`src/rtl/fps_pkg.sv`:
```
// Shared FP32 field constants, class-flag indices, issue FSM state encoding and
// the IEEE-754 class decoder used when a result is captured.
package fps_pkg;

  localparam int         SIGN    = 31;
  localparam int         EXP_MSB = 30;
  localparam int         EXP_LSB = 23;
  localparam int         FRAC_W  = 23;
  localparam logic [7:0] EXP_MAX = 8'hFF;

  localparam int FLG_NAN  = 3;
  localparam int FLG_INF  = 2;
  localparam int FLG_ZERO = 1;
  localparam int FLG_DEN  = 0;

  typedef enum logic [1:0] {
    FSM_IDLE = 2'd0,
    FSM_WAIT = 2'd1,
    FSM_HOLD = 2'd2
  } fsm_state_e;

  // Exactly one of the four classes can match, so at most one bit is set.
  function automatic logic [3:0] fp32_classify(input logic [31:0] c);
    logic [7:0]        e;
    logic [FRAC_W-1:0] f;
    logic [3:0]        fl;
    e  = c[EXP_MSB:EXP_LSB];
    f  = c[FRAC_W-1:0];
    fl = '0;
    fl[FLG_NAN]  = (e == EXP_MAX) && (f != '0);
    fl[FLG_INF]  = (e == EXP_MAX) && (f == '0);
    fl[FLG_ZERO] = (e == 8'h00)   && (f == '0);
    fl[FLG_DEN]  = (e == 8'h00)   && (f != '0);
    return fl;
  endfunction

endpackage

```
`src/rtl/fps_issue_seq_if.sv`:
```
// Operand-in and result-out streams of the fps issue stage.
interface fps_issue_seq_if;
  // Both streams: a transfer happens on a rising edge where valid && ready;
  // the source holds valid and payload stable until that edge, and ready never
  // depends combinationally on valid.
  logic        in_valid;
  logic        in_ready;
  logic [31:0] in_a;
  logic [31:0] in_b;
  logic        in_op;

  logic        out_valid;
  logic        out_ready;
  logic [31:0] out_c;
  logic [3:0]  out_flags;

  modport master (
    output in_valid, in_a, in_b, in_op, out_ready,
    input  in_ready, out_valid, out_c, out_flags
  );

  modport slave (
    input  in_valid, in_a, in_b, in_op, out_ready,
    output in_ready, out_valid, out_c, out_flags
  );
endinterface

```
`src/rtl/fps_op_fifo.sv`:
```
// Synchronous operand FIFO; pointers carry one extra wrap bit to tell full from empty.
module fps_op_fifo #(
  parameter int DEPTH = 4
) (
  input  logic        clk,
  input  logic        rst,
  input  logic        push,
  input  logic [64:0] din,
  input  logic        pop,
  output logic [64:0] dout,
  output logic        full,
  output logic        empty
);

  localparam int AW = $clog2(DEPTH);

  logic [64:0] mem [DEPTH];
  logic [AW:0] wr_ptr;
  logic [AW:0] rd_ptr;

  assign full  = (wr_ptr[AW-1:0] == rd_ptr[AW-1:0]) && (wr_ptr[AW] != rd_ptr[AW]);
  assign empty = (wr_ptr == rd_ptr);
  assign dout  = mem[rd_ptr[AW-1:0]];

  always_ff @(posedge clk) begin
    if (rst) begin
      wr_ptr <= '0;
      rd_ptr <= '0;
    end else begin
      if (push && !full) wr_ptr <= wr_ptr + (AW+1)'(1);
      if (pop && !empty) rd_ptr <= rd_ptr + (AW+1)'(1);
    end
  end

  always_ff @(posedge clk) begin
    if (push && !full) mem[wr_ptr[AW-1:0]] <= din;
  end

endmodule

```
`src/rtl/fps_issue_seq.sv`:
```
// Issue stage for the combinational fps subtractor: queue operand pairs, hold each
// pair on fps for SETTLE cycles, capture and classify the result, hand it downstream.
module fps_issue_seq
  import fps_pkg::*;
#(
  parameter int DEPTH  = 4,
  parameter int SETTLE = 2
) (
  input  logic            clk,
  input  logic            rst,
  fps_issue_seq_if.slave  bus,
  output logic [31:0]     fps_a,
  output logic [31:0]     fps_b,
  input  logic [31:0]     fps_c,
  output logic [3:0]      sticky_flags,
  input  logic            clr_sticky,
  output logic [1:0]      dbg_state
);

  localparam logic [1:0] IDLE = FSM_IDLE;
  localparam logic [1:0] WAIT = FSM_WAIT;
  localparam logic [1:0] HOLD = FSM_HOLD;
  localparam int         CW   = (SETTLE > 1) ? $clog2(SETTLE) : 1;

  logic [1:0]    state;
  logic [CW-1:0] cnt;
  logic          full;
  logic          empty;
  logic          push;
  logic          load;
  logic          capture;
  logic [64:0]   head;
  logic [31:0]   head_a;
  logic [31:0]   head_b;
  logic          head_op;
  logic [3:0]    flags_new;
  logic          out_valid_q;
  logic [31:0]   out_c_q;
  logic [3:0]    out_flags_q;
  logic [3:0]    sticky_q;

  assign push    = bus.in_valid && bus.in_ready;
  assign head_a  = head[31:0];
  assign head_b  = head[63:32];
  assign head_op = head[64];

  // A pop always coincides with loading fps, either from IDLE or on the
  // downstream handshake out of HOLD.
  assign load      = !empty && ((state == IDLE) || ((state == HOLD) && bus.out_ready));
  assign capture   = (state == WAIT) && (cnt == '0);
  assign flags_new = fp32_classify(fps_c);

  fps_op_fifo #(.DEPTH(DEPTH)) u_fifo (
    .clk   (clk),
    .rst   (rst),
    .push  (push),
    .din   ({bus.in_op, bus.in_b, bus.in_a}),
    .pop   (load),
    .dout  (head),
    .full  (full),
    .empty (empty)
  );

  always_ff @(posedge clk) begin
    if (rst) begin
      state       <= IDLE;
      cnt         <= '0;
      fps_a       <= '0;
      fps_b       <= '0;
      out_valid_q <= 1'b0;
      out_c_q     <= '0;
      out_flags_q <= '0;
      sticky_q    <= '0;
    end else begin
      // fps only subtracts, so an add is issued as A - (-B).
      if (load) begin
        fps_a <= head_a;
        fps_b <= head_op ? {~head_b[SIGN], head_b[SIGN-1:0]} : head_b;
        cnt   <= CW'(SETTLE - 1);
      end else if ((state == WAIT) && (cnt != '0)) begin
        cnt <= cnt - 1'b1;
      end

      if (capture) begin
        out_c_q     <= fps_c;
        out_flags_q <= flags_new;
        sticky_q    <= (clr_sticky ? 4'b0000 : sticky_q) | flags_new;
      end else if (clr_sticky) begin
        sticky_q <= '0;
      end

      case (state)
        IDLE: if (load) state <= WAIT;
        WAIT: begin
          if (capture) begin
            out_valid_q <= 1'b1;
            state       <= HOLD;
          end
        end
        HOLD: begin
          if (bus.out_ready) begin
            out_valid_q <= 1'b0;
            state       <= load ? WAIT : IDLE;
          end
        end
        default: state <= IDLE;
      endcase
    end
  end

  assign bus.in_ready  = !full;
  assign bus.out_valid = out_valid_q;
  assign bus.out_c     = out_c_q;
  assign bus.out_flags = out_flags_q;
  assign sticky_flags  = sticky_q;
  assign dbg_state     = state;

endmodule
```
`src/flat_wrapper.sv`:
```
// flat-port wrapper written by rule: the top's interface ports become plain ports
module fps_issue_seq_flat import fps_pkg::*;
#(
  parameter int DEPTH  = 4,
  parameter int SETTLE = 2
)
  (clk, rst, fps_a, fps_b, fps_c, sticky_flags, clr_sticky, dbg_state, bus_in_valid, bus_in_a, bus_in_b, bus_in_op, bus_out_ready, bus_in_ready, bus_out_valid, bus_out_c, bus_out_flags);
  fps_issue_seq_if bus_i ();
  input  logic clk;
  input  logic rst;
  output logic [31:0] fps_a;
  output logic [31:0] fps_b;
  input  logic [31:0] fps_c;
  output logic [3:0] sticky_flags;
  input  logic clr_sticky;
  output logic [1:0] dbg_state;
  input wire logic [$bits(bus_i.in_valid)-1:0] bus_in_valid;
  input wire logic [$bits(bus_i.in_a)-1:0] bus_in_a;
  input wire logic [$bits(bus_i.in_b)-1:0] bus_in_b;
  input wire logic [$bits(bus_i.in_op)-1:0] bus_in_op;
  input wire logic [$bits(bus_i.out_ready)-1:0] bus_out_ready;
  output wire logic [$bits(bus_i.in_ready)-1:0] bus_in_ready;
  output wire logic [$bits(bus_i.out_valid)-1:0] bus_out_valid;
  output wire logic [$bits(bus_i.out_c)-1:0] bus_out_c;
  output wire logic [$bits(bus_i.out_flags)-1:0] bus_out_flags;
  assign bus_i.in_valid = bus_in_valid;
  assign bus_i.in_a = bus_in_a;
  assign bus_i.in_b = bus_in_b;
  assign bus_i.in_op = bus_in_op;
  assign bus_i.out_ready = bus_out_ready;
  assign bus_in_ready = bus_i.in_ready;
  assign bus_out_valid = bus_i.out_valid;
  assign bus_out_c = bus_i.out_c;
  assign bus_out_flags = bus_i.out_flags;
  fps_issue_seq #(.DEPTH(DEPTH), .SETTLE(SETTLE)) u_core (.clk(clk), .rst(rst), .bus(bus_i), .fps_a(fps_a), .fps_b(fps_b), .fps_c(fps_c), .sticky_flags(sticky_flags), .clr_sticky(clr_sticky), .dbg_state(dbg_state));
endmodule
```
`config.mk`:
```
export PLATFORM = sky130hd
export DESIGN_NAME = fps_issue_seq_flat
export DESIGN_NICKNAME = d
export VERILOG_FILES = /design/src/rtl/fps_pkg.sv /design/src/rtl/fps_issue_seq_if.sv /design/src/rtl/fps_op_fifo.sv /design/src/rtl/fps_issue_seq.sv /design/src/flat_wrapper.sv
export SDC_FILE = /design/constraint.sdc
export NUM_CORES = 1
export LEC_CHECK = 0
export ABC_AREA = 1
export CORE_AREA = 4 4 185 187
export DETAILED_ROUTE_END_ITERATION = 7
export DIE_AREA = 0 0 189 191
export GPL_TIMING_DRIVEN = 0
export PLACE_DENSITY = 0.66
export SLEW_MARGIN = 20
export SYNTH_ARGS = -nofsm -noshare
export SYNTH_HDL_FRONTEND = slang
export SYNTH_SLANG_ARGS = --single-unit
```
`constraint.sdc`:
```
create_clock -name clk -period 6 [get_ports clk]
set_clock_uncertainty 0.15 [all_clocks]
set_input_delay 1.2 -clock clk [delete_from_list [all_inputs] [get_ports clk]]
set_output_delay 1.2 -clock clk [all_outputs]
set_load 0.01 [all_outputs]
```
**Yosys cells after proc, flatten, opt, wreduce, memory -nomap -nowiden**

Memories as Yosys holds them, arrays and structs flattened. A register that Yosys moved wholly into a read port is not among the register bits.
Cells that the tools add are included.

- Memory bits (writable): 260
- Memories kept: 1
- Logic and storage cells: 66
- Bits in registers: 114

- Mux-type cells: 17
- Reductions and logical operators: 23
- Bitwise operators: 3
- Eq/ne operators: 9
- Add/sub/neg operators: 3

Memories:

| name | depth | width | rd ports | clocked after Yosys merged registers in | wr ports | RTL line | source |
|---|---|---|---|---|---|---|---|
| u_core.u_fifo.mem | 4 | 65 | 1 | 1 | 1 | fps_op_fifo.sv:17 | `logic [64:0] mem [DEPTH];` |

Operators by type and width:

| kind | count |
|---|---|
| $mux W32 | 1 |
| $logic_not A23 Y1 | 1 |
| $reduce_bool A23 Y1 | 1 |
| $logic_and A1 B1 Y1 | 12 |
| $mux W2 | 5 |
| $eq A8 B8 Y1 const B | 1 |
| $logic_not A8 Y1 | 1 |
| $mux W4 | 2 |
| $mux W1 | 7 |
| $add A3 B1 Y3 const B | 2 |
| $pmux W2 S3 | 1 |
| $reduce_and A3 Y1 | 2 |
| $ne A2 B1 Y1 const B | 2 |
| $or A4 B4 Y4 | 1 |
| $reduce_bool A2 Y1 | 2 |
| $eq A3 B3 Y1 | 1 |
| $eq A2 B1 Y1 const B | 1 |
| $eq A2 B2 Y1 | 1 |
| $eq A2 B2 Y1 const B | 1 |
| $logic_not A1 Y1 | 2 |
| $logic_not A2 Y1 | 1 |
| $ne A2 B2 Y1 const B | 1 |
| $not A1 Y1 | 2 |
| $pmux W1 S2 | 1 |
| other kinds (3) | 3 |

**Longest topological paths before layout**

Gate-level depths: netlist (run 1).

- Depth after elaboration: 7
- Depth in mapped cells: 10
- Mapped depth without buffers: 9

**Cells and area by module**

From an unflattened synthesis (run 1), not the netlist that was laid out.

- Cell total of the unflattened synthesis: 1210
- Area, all modules: 14383.8 µm²

By module, submodules not included:

| module | cells each | area each (µm²) | seq. area each (µm²) | times used |
|---|---|---|---|---|
| fps_op_fifo | 705 | 10458.8 | 7967.6 | 1 |
| fps_issue_seq | 505 | 3925.0 | 2162.1 | 1 |

**Worst setup path after synthesis (run 1)**

OpenSTA, ideal clock, no wires.

- Path kind: in2reg
- From: input port bus_in_valid
- To: memory u_core.u_fifo.mem[0][0], enable pin
- Data required time: 5.361 ns
- Buffers on the path: 0
- Stages: 2
- Arrival: 4.073 ns
- Setup slack: 1.288 ns
- Library setup time: 0.489 ns
- Cells stage by stage: nand2_1 -> nor2_1

- Longest elaborated chain between the ends: 4

RTL lines:

| element | RTL line | source |
|---|---|---|
| from (decl) | flat_wrapper.sv:17 | `input wire logic [$bits(bus_i.in_valid)-1:0] bus_in_valid;` |
| $logic_and A1 B1 Y1 | fps_issue_seq.sv:42 | `assign push = bus.in_valid && bus.in_ready;` |
| $logic_and A1 B1 Y1 | fps_op_fifo.sv:36 | `if (push && !full) mem[wr_ptr[AW-1:0]] <= din;` |
| $mux W1 | fps_op_fifo.sv:36 |  |
| $mux W1 (not written as such) | fps_op_fifo.sv:36 |  |
| to (decl) | fps_op_fifo.sv:17 |  |

Every way passes these cells.

**Worst setup path after layout (run 1)**

- From: register u_core.u_fifo.wr_ptr[0]
- To: output port bus_in_ready

- Longest elaborated chain between the ends: 3

RTL lines:

| element | RTL line | source |
|---|---|---|
| from (decl) | fps_op_fifo.sv:18 | `logic [AW:0] wr_ptr;` |
| from (signal assigned) | fps_op_fifo.sv:30 | `if (push && !full) wr_ptr <= wr_ptr + (AW+1)'(1);` |
| $eq A2 B2 Y1 | fps_op_fifo.sv:21 | `assign full = (wr_ptr[AW-1:0] == rd_ptr[AW-1:0]) && (wr_ptr[AW] != rd_ptr[AW]);` |
| $logic_and A1 B1 Y1 | fps_op_fifo.sv:21 |  |
| $logic_not A1 Y1 | fps_issue_seq.sv:111 | `assign bus.in_ready = !full;` |
| to (decl) | flat_wrapper.sv:22 | `output wire logic [$bits(bus_i.in_ready)-1:0] bus_in_ready;` |

Every way passes these cells.

==> impl_metrics.csv, run 1 <==
group,metric,value,unit
run_status,status,"finished, final reports clean",
worst_setup_path,path_cells,"inv_2 > nand2_1 > nand2_1 > nand3_1 > clkdlybuf4s50_1",
timing,rsz0062_at_grt,"no",
routing,wl_per_cell,17.7,um
clock_network,cts_inserted_buffers,39,
routing,drc,0,
yosys,ys_seq_area_share,71.8,%
grt,gr-total-overflow,0,
worst_setup_path,worstSetupPathType,"flip-flop to primary output",
routing,num_vias,10000,
cells_and_area,fill_cells,2731,
grt,grt_use_total,19.1,%
routing,firstDrtPassIters,5,
worst_hold_path,min_to,"u_core.sticky_flags[3]",
placed_design,place_congestion,0.848,
worst_setup_path,r2r-start,"u_core.u_fifo.wr_ptr[0]",
run,max-cap-violations,0,
floorplan,rows,66,
routing,vias_per_cell,5.00,
yosys,async_flop_share,0,%
floorplan,die_area,36100,um^2
worst_setup_path,path_delay_family,"buffers and inverters",
worst_setup_path,cp.required,4.65,ns
cells_and_area,drive_gt1_share,8.81,%
clock_network,cts_max_level,2,
clock_network,clk_pin_slew_worst_paths,0.06,ns
power,peakVddDrop,276,uV
clock_network,post_cts_resized,0,
timing,hold_viol_final,0,
timing,finalSetupViolations,0,
worst_setup_path,r2r_end,"u_core.u_fifo.mem[3][3]",
power,p_per_area,463,nW/um^2
routing,wl,35500,um
worst_setup_path,cpPeakStageDelay,0.62,ns
timing,period_minus_slack,3.31,ns
cells_and_area,fin_nets,1643,
worst_setup_path,rrSetupSlack,3.26,ns
worst_setup_path,worstRegToRegCells,8,
clock_network,cts_root_buf,"clkbuf_16",
clock_network,cts_tree,"yes",
worst_hold_path,min_path_type,"flip-flop to flip-flop",
worst_hold_path,min_path_cells,2,
yosys,ys_ff_latch,376,
yosys,syn_nets,1381,
yosys,netlist-cell-type-count,26,
grt,grt_pass1_vias,9813,
yosys,synth_top_area_share,55.3,%
worst_setup_path,cp.arrival,1.96,ns
clock_network,cts_hold_buf,0,
power,leakage,0.00667,uW
clock_network,cts_setup_buffers,0,
grt,grt_pass1_wl,54400,um
cells_and_area,fin_util,56.7,%
floorplan,start_util,43.5,%
timing,final.period_utilization,55.2,%
yosys,synth.area.top_cells,"edfxtp_1, dfxtp_1, nor2_1",
grt,grt_max_degree,23,
floorplan,die_w,189,um
routing,dr.first_iter.drc_count,648,
timing,timing.fmax,0.302,GHz
yosys,synth_top_cell_by_area,"edfxtp_1",
placed_design,place_hpwl,23800,um
floorplan,core,32500,um^2
worst_setup_path,crit_path_start,"u_core.u_fifo.wr_ptr[0]",
power,total_power,8510,uW
cells_and_area,area_delta_synth_final,30.3,%
yosys,synth_area,14100,um^2
clock_network,cts_buffer_depth,3,
worst_setup_path,path_max_fanout,5,
worst_setup_path,cpMostUsedCell,"nand2_1",
worst_hold_path,hp-start,"u_core.sticky_flags[3]",
clock_network,clock_latency,0.52,ns
yosys,synth_edf_count,260,
grt,antenna_found_initial,3,
timing,max_slew.worst_pin.slew,0.726,ns
clock_network,cts.sinks,376,
floorplan,dieHeight,191,um
yosys,yosys_most_used_dff,"edfxtp_1",
floorplan,io_pins,210,
routing,ant_nets,0,
yosys,syn_inst,1274,
placed_design,portBuffers,208,
timing,drv_slew,0,
worst_setup_path,crit_buf_inv,2,
yosys,ys_warn_count,0,
timing,relSlewSlack,51.5,%
worst_setup_path,critPathSlowestCell,"clkdlybuf4s50_1",
yosys,syn_area_per_cell,11.1,um^2
worst_setup_path,startpoint_type,"flip-flop",
worst_setup_path,endpoint_kind,"primary output",
[sequential cells by signal, summed over array words and instances, names as in the netlist, named ones only]
name and cells:
u_core.bus.out_c 32, u_core.bus.out_flags 4, u_core.bus.out_valid 1, u_core.cnt 1
u_core.dbg_state 2, u_core.fps_a 32, u_core.fps_b 32, u_core.sticky_flags 4
u_core.u_fifo.mem 260, u_core.u_fifo.rd_ptr 3, u_core.u_fifo.wr_ptr 3
[how the worst max path moves through the flow]
stage,slack [ns],to,depth (start not counted)
after global placement,-1.71,u_core.u_fifo.mem[3][61],3
after CTS,2.64,bus_in_ready,5
after global routing,2.55,bus_in_ready,5
after floorplan,1.29,u_core.u_fifo.mem[0][0],2
after detailed placement,2.37,u_core.u_fifo.mem[3][61],5
final,2.69,bus_in_ready,5
[worst reg2reg max path, delay by kind of cell (launching register included)]
kind	cells	cell delay (ns)
and+or+nand+nor	5	1.29
DFF	1	0.44
buffers and inverters	3	0.55
[metrics by stage]
stage	std cells	setup slack (ns)	TNS (ns)	instance area (um^2)	hold WS, ns
6_report	2009	2.69	0	18400	0.312
5_1_grt	2009	2.55	0	18400	0.335
4_1_cts	2008	2.64	0	18400	0.316
3_5_place_dp	1937	2.37	0	17100	0.307
3_3_place_gp	1924	-1.71	-398.13	16700	0.303
2_1_floorplan	1274	1.29	0	14100	0.319
[cell usage after synthesis, types with 2 or more instances]
master / count
xor2_1: 2
edfxtp_1: 260
buf_6: 8
a21oi_1: 20
clkbuf_1: 25
nand3_1: 10
ha_1: 5
o21ai_1: 53
clkbuf_2: 8
nand2_1: 56
buf_1: 2
inv_2: 7
inv_1: 27
o21ai_0: 232
buf_4: 9
nor2_1: 404
dfxtp_1: 116
buf_2: 22
[power breakdown]
part | leakage [uW] | switching [uW] | total (uW) | internal [uW]
combinational | 0.00269 | 1560 | 2720 | 1160
clock | 0.000635 | 956 | 2370 | 1420
sequential | 0.00335 | 205 | 3420 | 3220
total | 0.00667 | 2720 | 8510 | 5790
[cells in the final DEF (no fill, tap or decap), types with 4 or more instances in the layout]
cell type	synthesis	layout
a21oi_1	20	20
buf_16	0	10
buf_2	22	22
buf_4	9	9
buf_6	8	8
clkbuf_1	25	31
clkbuf_16	0	41
clkbuf_2	8	8
clkdlybuf4s50_1	0	208
clkinv_2	0	12
dfxtp_1	116	116
edfxtp_1	260	260
ha_1	5	5
inv_1	27	27
inv_2	7	7
nand2_1	56	56
nand3_1	10	10
nor2_1	404	400
nor2_4	0	4
o21ai_0	232	232
o21ai_1	53	53
[logic make-up after synthesis]
family                   synth area share [%]
buffers and inverters                    3.80
adder cells (fa/ha/maj)                 0.443
XOR/XNOR                                0.124
AO/OA/AOI/OAI                            10.9
flip-flops                               71.8
AND/OR/NAND/NOR                          12.9
[cell type report]
class                   count  area (um^2)  area share (%)
clock buffers              50         1090            5.93
well taps                 442          553            3.01
multi-input cells         790         3480            18.9
diodes                      1         2.50          0.0136
repair buffers            221         2420            13.1
inverters                  34          128           0.694
flip-flops and latches    376        10100            55.1
clock inverters            21          188            1.02
plain buffers              74          409            2.22
[metal layers]
layer  track usage [%]  part of all wire (%)
met2              32.5                    48
met3              4.11                   7.4
met4              5.33                   1.9
met5                 0                 0.059
met1              25.0                    43
(Power assumes the default switching activity.)
==> run 2, diff against run 1 <==
PLACE_DENSITY = 0.69   (was 0.66)
clock period = 3 ns   (was 6 ns; I/O delays follow)
==> run 2 against run 1 <==
Compared with the run above: worst setup slack worse by 2.4 ns; highest routed layer unchanged; non-clock buffer count is 1 lower; combinational power is 100% higher; critical path depth is 3 higher; global-route usage is 0.059 points lower; utilization is 0.30 points lower; clock power is 94% higher; sequential share of layout area is 0.29 points higher.
==> impl_metrics.csv, run 2 (synthesis results as in run 1) <==
group,metric,value,unit
floorplan,die_area,36100,um^2
clock_network,cts.sinks,376,
floorplan,rows,66,
clock_network,cts_inserted_buffers,40,
cells_and_area,layout_commonest_cell,"nor2_1",
power,p_int,11400,uW
worst_setup_path,worstSetupPathType,"flip-flop to flip-flop",
routing,drc,0,
grt,grt_pass1_vias,10100,
routing,num_vias,10100,
worst_hold_path,min_path_cells,2,
timing,max_slew.worst_pin.slew,0.695,ns
power,peakVddDrop,602,uV
placed_design,placed_cell_area,17100,um^2
routing,vias_per_cell,5.00,
clock_network,cts_setup_buffers,0,
grt,gr-total-overflow,0,
placed_design,place_hpwl,23700,um
timing,fin_ws,0.288,ns
power,swShare,32.2,%
power,p_per_area,922,nW/um^2
clock_network,clk_pin_slew_worst_paths,0.06,ns
timing,drv_slew,0,
routing,wl,35500,um
timing,final.period_utilization,90.4,%
cells_and_area,fin_nets,1643,
clock_network,cts_hold_buf,0,
cells_and_area,fin_cells,2010,
cells_and_area,layout_common_cells,"nor2_1, edfxtp_1, o21ai_0, clkdlybuf4s50_1, dfxtp_1",
routing,firstDrtPassIters,5,
clock_network,cts_buffer_depth,3,
cells_and_area,largest_reg_flops,260,
timing,timing.fmax,0.369,GHz
cells_and_area,final_area,18300,um^2
worst_setup_path,startpoint_type,"flip-flop",
floorplan,dieHeight,191,um
timing,rsz0062_at_grt,"no",
grt,antenna_found_initial,1,
placed_design,place_congestion,0.826,
routing,wl_per_cell,17.7,um
cells_and_area,drive_gt1_share,8.04,%
worst_setup_path,cp.required,3.07,ns
power,combPwrFrac,32.3,%
timing,hold_slack,0.246,ns
power,p_seq_share,40.5,%
cells_and_area,area_delta_synth_final,29.6,%
floorplan,core,32500,um^2
clock_network,cts_root_buf,"clkbuf_16",
cells_and_area,antenna_cells,0,
worst_setup_path,worstRegToRegCells,8,
clock_network,cts_max_level,2,
grt,grt_max_degree,23,
timing,period_minus_slack,2.71,ns
placed_design,portBuffers,208,
timing,relSlewSlack,53.6,%
grt,grt_use_total,19.1,%
worst_setup_path,path_max_fanout,21,
floorplan,die_w,189,um
clock_network,post_cts_resized,0,
timing,finalSetupViolations,0,
clock_network,cts_tree,"yes",
clock_network,clock_latency,0.52,ns
power,p_switching,5430,uW
run,max-cap-violations,0,
run_status,status,"finished, final reports clean",
routing,ant_nets,0,
power,leakage,0.00661,uW
worst_hold_path,min_path_type,"input pin to flip-flop",
power,power_frac_clock,27.2,%
placed_design,placedCellCount,1936,
placed_design,pre_cts_ws,-0.0128,ns
routing,dr.first_iter.drc_count,668,
floorplan,start_util,43.5,%
timing,hold_viol_final,0,
worst_setup_path,endpoint_kind,"flip-flop",
floorplan,io_pins,210,
worst_setup_path,cp.arrival,2.78,ns
grt,grt_pass1_wl,54500,um
==> run 2: cell types whose count changed in the layout (fill, tap and decap cells not counted), moves of 2 or more <==
cell	before	now
buf_16	10	7
clkinv_2	12	4
clkbuf_1	31	43
inv_6	0	2
clkinv_1	2	4
bufinv_16	3	1
buf_12	3	5
==> run 2: worst max-delay path, stage by stage, from the launching register on <==
cell and delay, ns:
dfxtp_1 0.42, inv_2 0.09, nand2_1 0.08, nand2_1 0.08, nand3_1 0.17, nand2_1 0.31, nor2_4 0.62, buf_12 0.26
buf_12 0.20
==> run 2: through the flow <==
step	setup TNS, ns	total power, uW	utilization (%)
floorplan	-61.08	9770	-
global placement	-518.01	12300	51.6
detailed placement	-0.201	12400	52.6
CTS	0	17000	56.4
global route	0	17900	56.4
finish	0	16900	56.4
==> run 2: final timing paths <==
check,slack [ns],end,startpoint
worst max-delay path,0.29,u_core.u_fifo.mem[3][4],u_core.u_fifo.wr_ptr[0]
worst min-delay path,0.25,u_core.bus.out_valid,rst
worst max register to register,0.29,u_core.u_fifo.mem[3][4],u_core.u_fifo.wr_ptr[0]
worst min register to register,0.31,u_core.sticky_flags[2],u_core.sticky_flags[2]
==> run 2: layer usage <==
metal	GRT usage (%)	vias to the layer above	wire length, um
met1	24.5	4755	15300
met3	3.83	61	2320
met4	5.44	2	744
met5	0	-	7
met2	33.0	342	17100
li1	-	4895	-
==> run 2: layout make-up <==
| type | instances | area, um^2 |
|---|---|---|
| fillers | 2706 | 14200 |
| flip-flops and latches | 376 | 10100 |
| clock inverters | 12 | 91.3 |
| inverters | 34 | 128 |
| plain buffers | 74 | 409 |
| multi-input cells | 790 | 3480 |
| clock buffers | 62 | 1130 |
| repair buffers | 220 | 2370 |
| well taps | 442 | 553 |
==> run 2: power by group through the flow <==
stage | Clock [uW] | Combinational [uW] | Sequential, uW
after floorplan | 0 | 2570 | 7200
after global placement | 0 | 5330 | 6940
after detailed placement | 0 | 5480 | 6940
after CTS | 4680 | 5510 | 6840
after global routing | 4930 | 6020 | 6930
final | 4600 | 5450 | 6840
==> run 3, diff against run 2 <==
CORE_AREA = 4 4 186 188   (was 4 4 185 187)
DIE_AREA = 0 0 190 192   (was 0 0 189 191)
SYNTH_HIERARCHICAL = 1   (was unset)
==> run 3 against run 2 <==
Compared with the run above: global-route usage increased by 0.82 points; final cell count fell by 2.8%; critical endpoint is now u_core/u_fifo/mem[3][48]; synthesized cell count shrank 5.0%; clock power is 4.8% higher; worst setup slack got worse by 0.073 ns; utilization decreased by 0.11 points; sequential share of layout area fell by 1.0 points; sequential power down 3%; largest cell class unchanged; via count is 0.25% higher; synthesized area up 1.9%; non-clock buffer count rose by 2.
==> impl_metrics.csv, run 3 <==
group,metric,value,unit
power,total_power,16500,uW
yosys,synth-xor-area-share,0.0609,%
timing,hold_slack,0.316,ns
cells_and_area,layout_common_cells,"nor2_1, edfxtp_1, clkdlybuf4s50_1, o21ai_0, dfxtp_1",
yosys,synth_edf_count,260,
clock_network,cts_inserted_buffers,39,
timing,timing.fmax,0.359,GHz
worst_setup_path,path_max_fanout,11,
placed_design,pre_cts_ws,-0.181,ns
floorplan,die_w,190,um
yosys,yosys_most_used_dff,"edfxtp_1",
routing,dr.first_iter.drc_count,658,
placed_design,place_congestion,0.864,
grt,gr-total-overflow,0,
clock_network,cts_max_level,2,
yosys,synth_top_area_share,54.3,%
cells_and_area,fin_cells,1954,
worst_setup_path,cpPeakStageDelay,0.75,ns
grt,grt_use_total,19.9,%
clock_network,cts_tree,"yes",
worst_setup_path,cp.required,2.84,ns
cells_and_area,drive_gt1_share,13.0,%
yosys,synth_area,14400,um^2
timing,period_minus_slack,2.79,ns
yosys,ys_warn_count,6,
worst_hold_path,min_path_type,"flip-flop to flip-flop",
timing,drv_slew,0,
floorplan,die_area,36500,um^2
yosys,synthMuxAreaShare,0,%
yosys,synthAdderAreaFrac,0.435,%
clock_network,clock_latency,0.52,ns
run,max-cap-violations,0,
worst_setup_path,cp.arrival,2.63,ns
floorplan,rows,67,
routing,firstDrtPassIters,5,
timing,rsz0062_at_grt,"no",
floorplan,io_pins,210,
worst_setup_path,cpMostUsedCell,"nand2_1",
routing,drc,0,
yosys,synth_top_cell_by_area,"edfxtp_1",
worst_setup_path,critPathSlowestCell,"clkinvlp_2",
yosys,synth.most_common_cell,"nor2_1",
yosys,synth_top_family_by_area,"compound AO/OA/AOI/OAI gates",
cells_and_area,fin_util,56.3,%
yosys,syn_nets,1317,
grt,antenna_found_initial,4,
worst_setup_path,path_cells,"nand2_1 > nand2_1 > nand3_2 > inv_1 > nor2_2 > nand2_1 > inv_1 > nand2_1 > clkinvlp_2",
clock_network,cts_root_buf,"clkbuf_16",
power,p_per_area,888,nW/um^2
timing,hold_viol_final,0,
yosys,synth.area.top_cells,"edfxtp_1, dfxtp_1, nor2_1",
worst_setup_path,worstSetupPathType,"flip-flop to flip-flop",
yosys,synth_compound_gate_area_share,12.7,%
yosys,synth-simple-area-share,12.1,%
routing,ant_nets,0,
yosys,synth_common_cells,"nor2_1, edfxtp_1, o21ai_0, dfxtp_1, o21ai_1",
yosys,syn_area_per_cell,11.9,um^2
clock_network,cts_hold_buf,0,
placed_design,portBuffers,209,
yosys,ys_seq_area_share,70.4,%
floorplan,dieHeight,192,um
cells_and_area,fill_cells,2778,
power,leakage,0.00666,uW
power,peakVddDrop,563,uV
grt,grt_pass1_wl,56600,um
worst_setup_path,startpoint_type,"flip-flop",
grt,grt_max_degree,25,
placed_design,place_hpwl,24900,um
cells_and_area,area_delta_synth_final,29.5,%
grt,grt_pass1_vias,10000,
routing,num_vias,10100,
yosys,syn_inst,1210,
cells_and_area,largest_reg_flops,260,
clock_network,cts_buffer_depth,3,
timing,fin_ws,0.215,ns
routing,wl_per_cell,19.0,um
yosys,ys_ff_latch,376,
cells_and_area,fin_nets,1581,
timing,final.period_utilization,92.8,%
yosys,async_flop_share,0,%
clock_network,clk_pin_slew_worst_paths,0.06,ns
floorplan,core,33100,um^2
cells_and_area,layout_commonest_cell,"nor2_1",
yosys,netlist-cell-type-count,32,
routing,vias_per_cell,5.16,
clock_network,cts.sinks,376,
floorplan,start_util,43.4,%
worst_setup_path,endpoint_kind,"flip-flop",
timing,finalSetupViolations,0,
timing,relSlewSlack,42.4,%
placed_design,placedCellCount,1878,
run_status,status,"finished, final reports clean",
routing,wl,37200,um
timing,max_slew.worst_pin.slew,0.859,ns
[run 3: metrics by stage]
stage / cell area, um^2 / setup TNS, ns
3_5_place_dp: 17300 / -5.40
4_1_cts: 18600 / 0
5_1_grt: 18600 / 0
2_1_floorplan: 14400 / -91.86
3_3_place_gp: 17000 / -499.69
6_report: 18600 / 0
[run 3: worst paths after layout]
path / from / to / slack, ns / depth (start not counted)
worst min-delay path: u_core/sticky_flags[2] / u_core/sticky_flags[2] / 0.32 / 2
worst max register to register: u_core/u_fifo/wr_ptr[0] / u_core/u_fifo/mem[3][48] / 0.21 / 9
worst max-delay path: u_core/u_fifo/wr_ptr[0] / u_core/u_fifo/mem[3][48] / 0.21 / 9
worst min register to register: u_core/sticky_flags[2] / u_core/sticky_flags[2] / 0.32 / 2
[run 3: what timing repair did]
item / 4_1_cts / 5_1_grt
pin swaps: 0 / 0
gates resized for setup: 0 / 1
buffers inserted: 0 / 2
setup endpoints to repair: 21 / 111
gates cloned: 1 / 0
[run 3: area by class of cell]
type | count | area (um^2) | area share (%)
Antenna cell | 2 | 5.00 | 0.0269
Clock inverter | 27 | 235 | 1.26
Clock buffer | 44 | 1060 | 5.67
Timing Repair Buffer | 222 | 2360 | 12.7
Inverter | 36 | 144 | 0.772
Multi-Input combinational cell | 724 | 3650 | 19.6
Timing Repair inverter | 1 | 5.00 | 0.0269
Sequential cell | 376 | 10100 | 54.4
Tap cell | 448 | 561 | 3.01
Buffer | 74 | 487 | 2.61
[run 3: layer usage]
layer / global-route usage, % / share of wire (%)
met5: 0 / 0.059
met4: 4.95 / 2.0
met3: 4.18 / 8.1
met2: 34.9 / 49
met1: 25.3 / 41
[run 3: report_power, final]
group / leakage (uW) / total (uW) / internal [uW] / switching [uW]
sequential: 0.00334 / 6650 / 6310 / 337
clock: 0.000642 / 4820 / 2880 / 1940
combinational: 0.00267 / 5080 / 2140 / 2940
total: 0.00666 / 16500 / 11300 / 5220
[run 3: logic make-up (layout without fill, tap and decap cells)]
group,count (synthesis),in the layout
simple gates,401,401
flops,376,376
compound gates,317,317
buf+inv,110,404
fa+ha+maj,5,5
xor+xnor,1,1
other cells,0,2
[run 3: critical path: cells and delay by family, from the launching register on]
kind	cells	cell delay (ns)
flops	1	0.45
buf+inv	3	0.96
simple gates	6	0.71
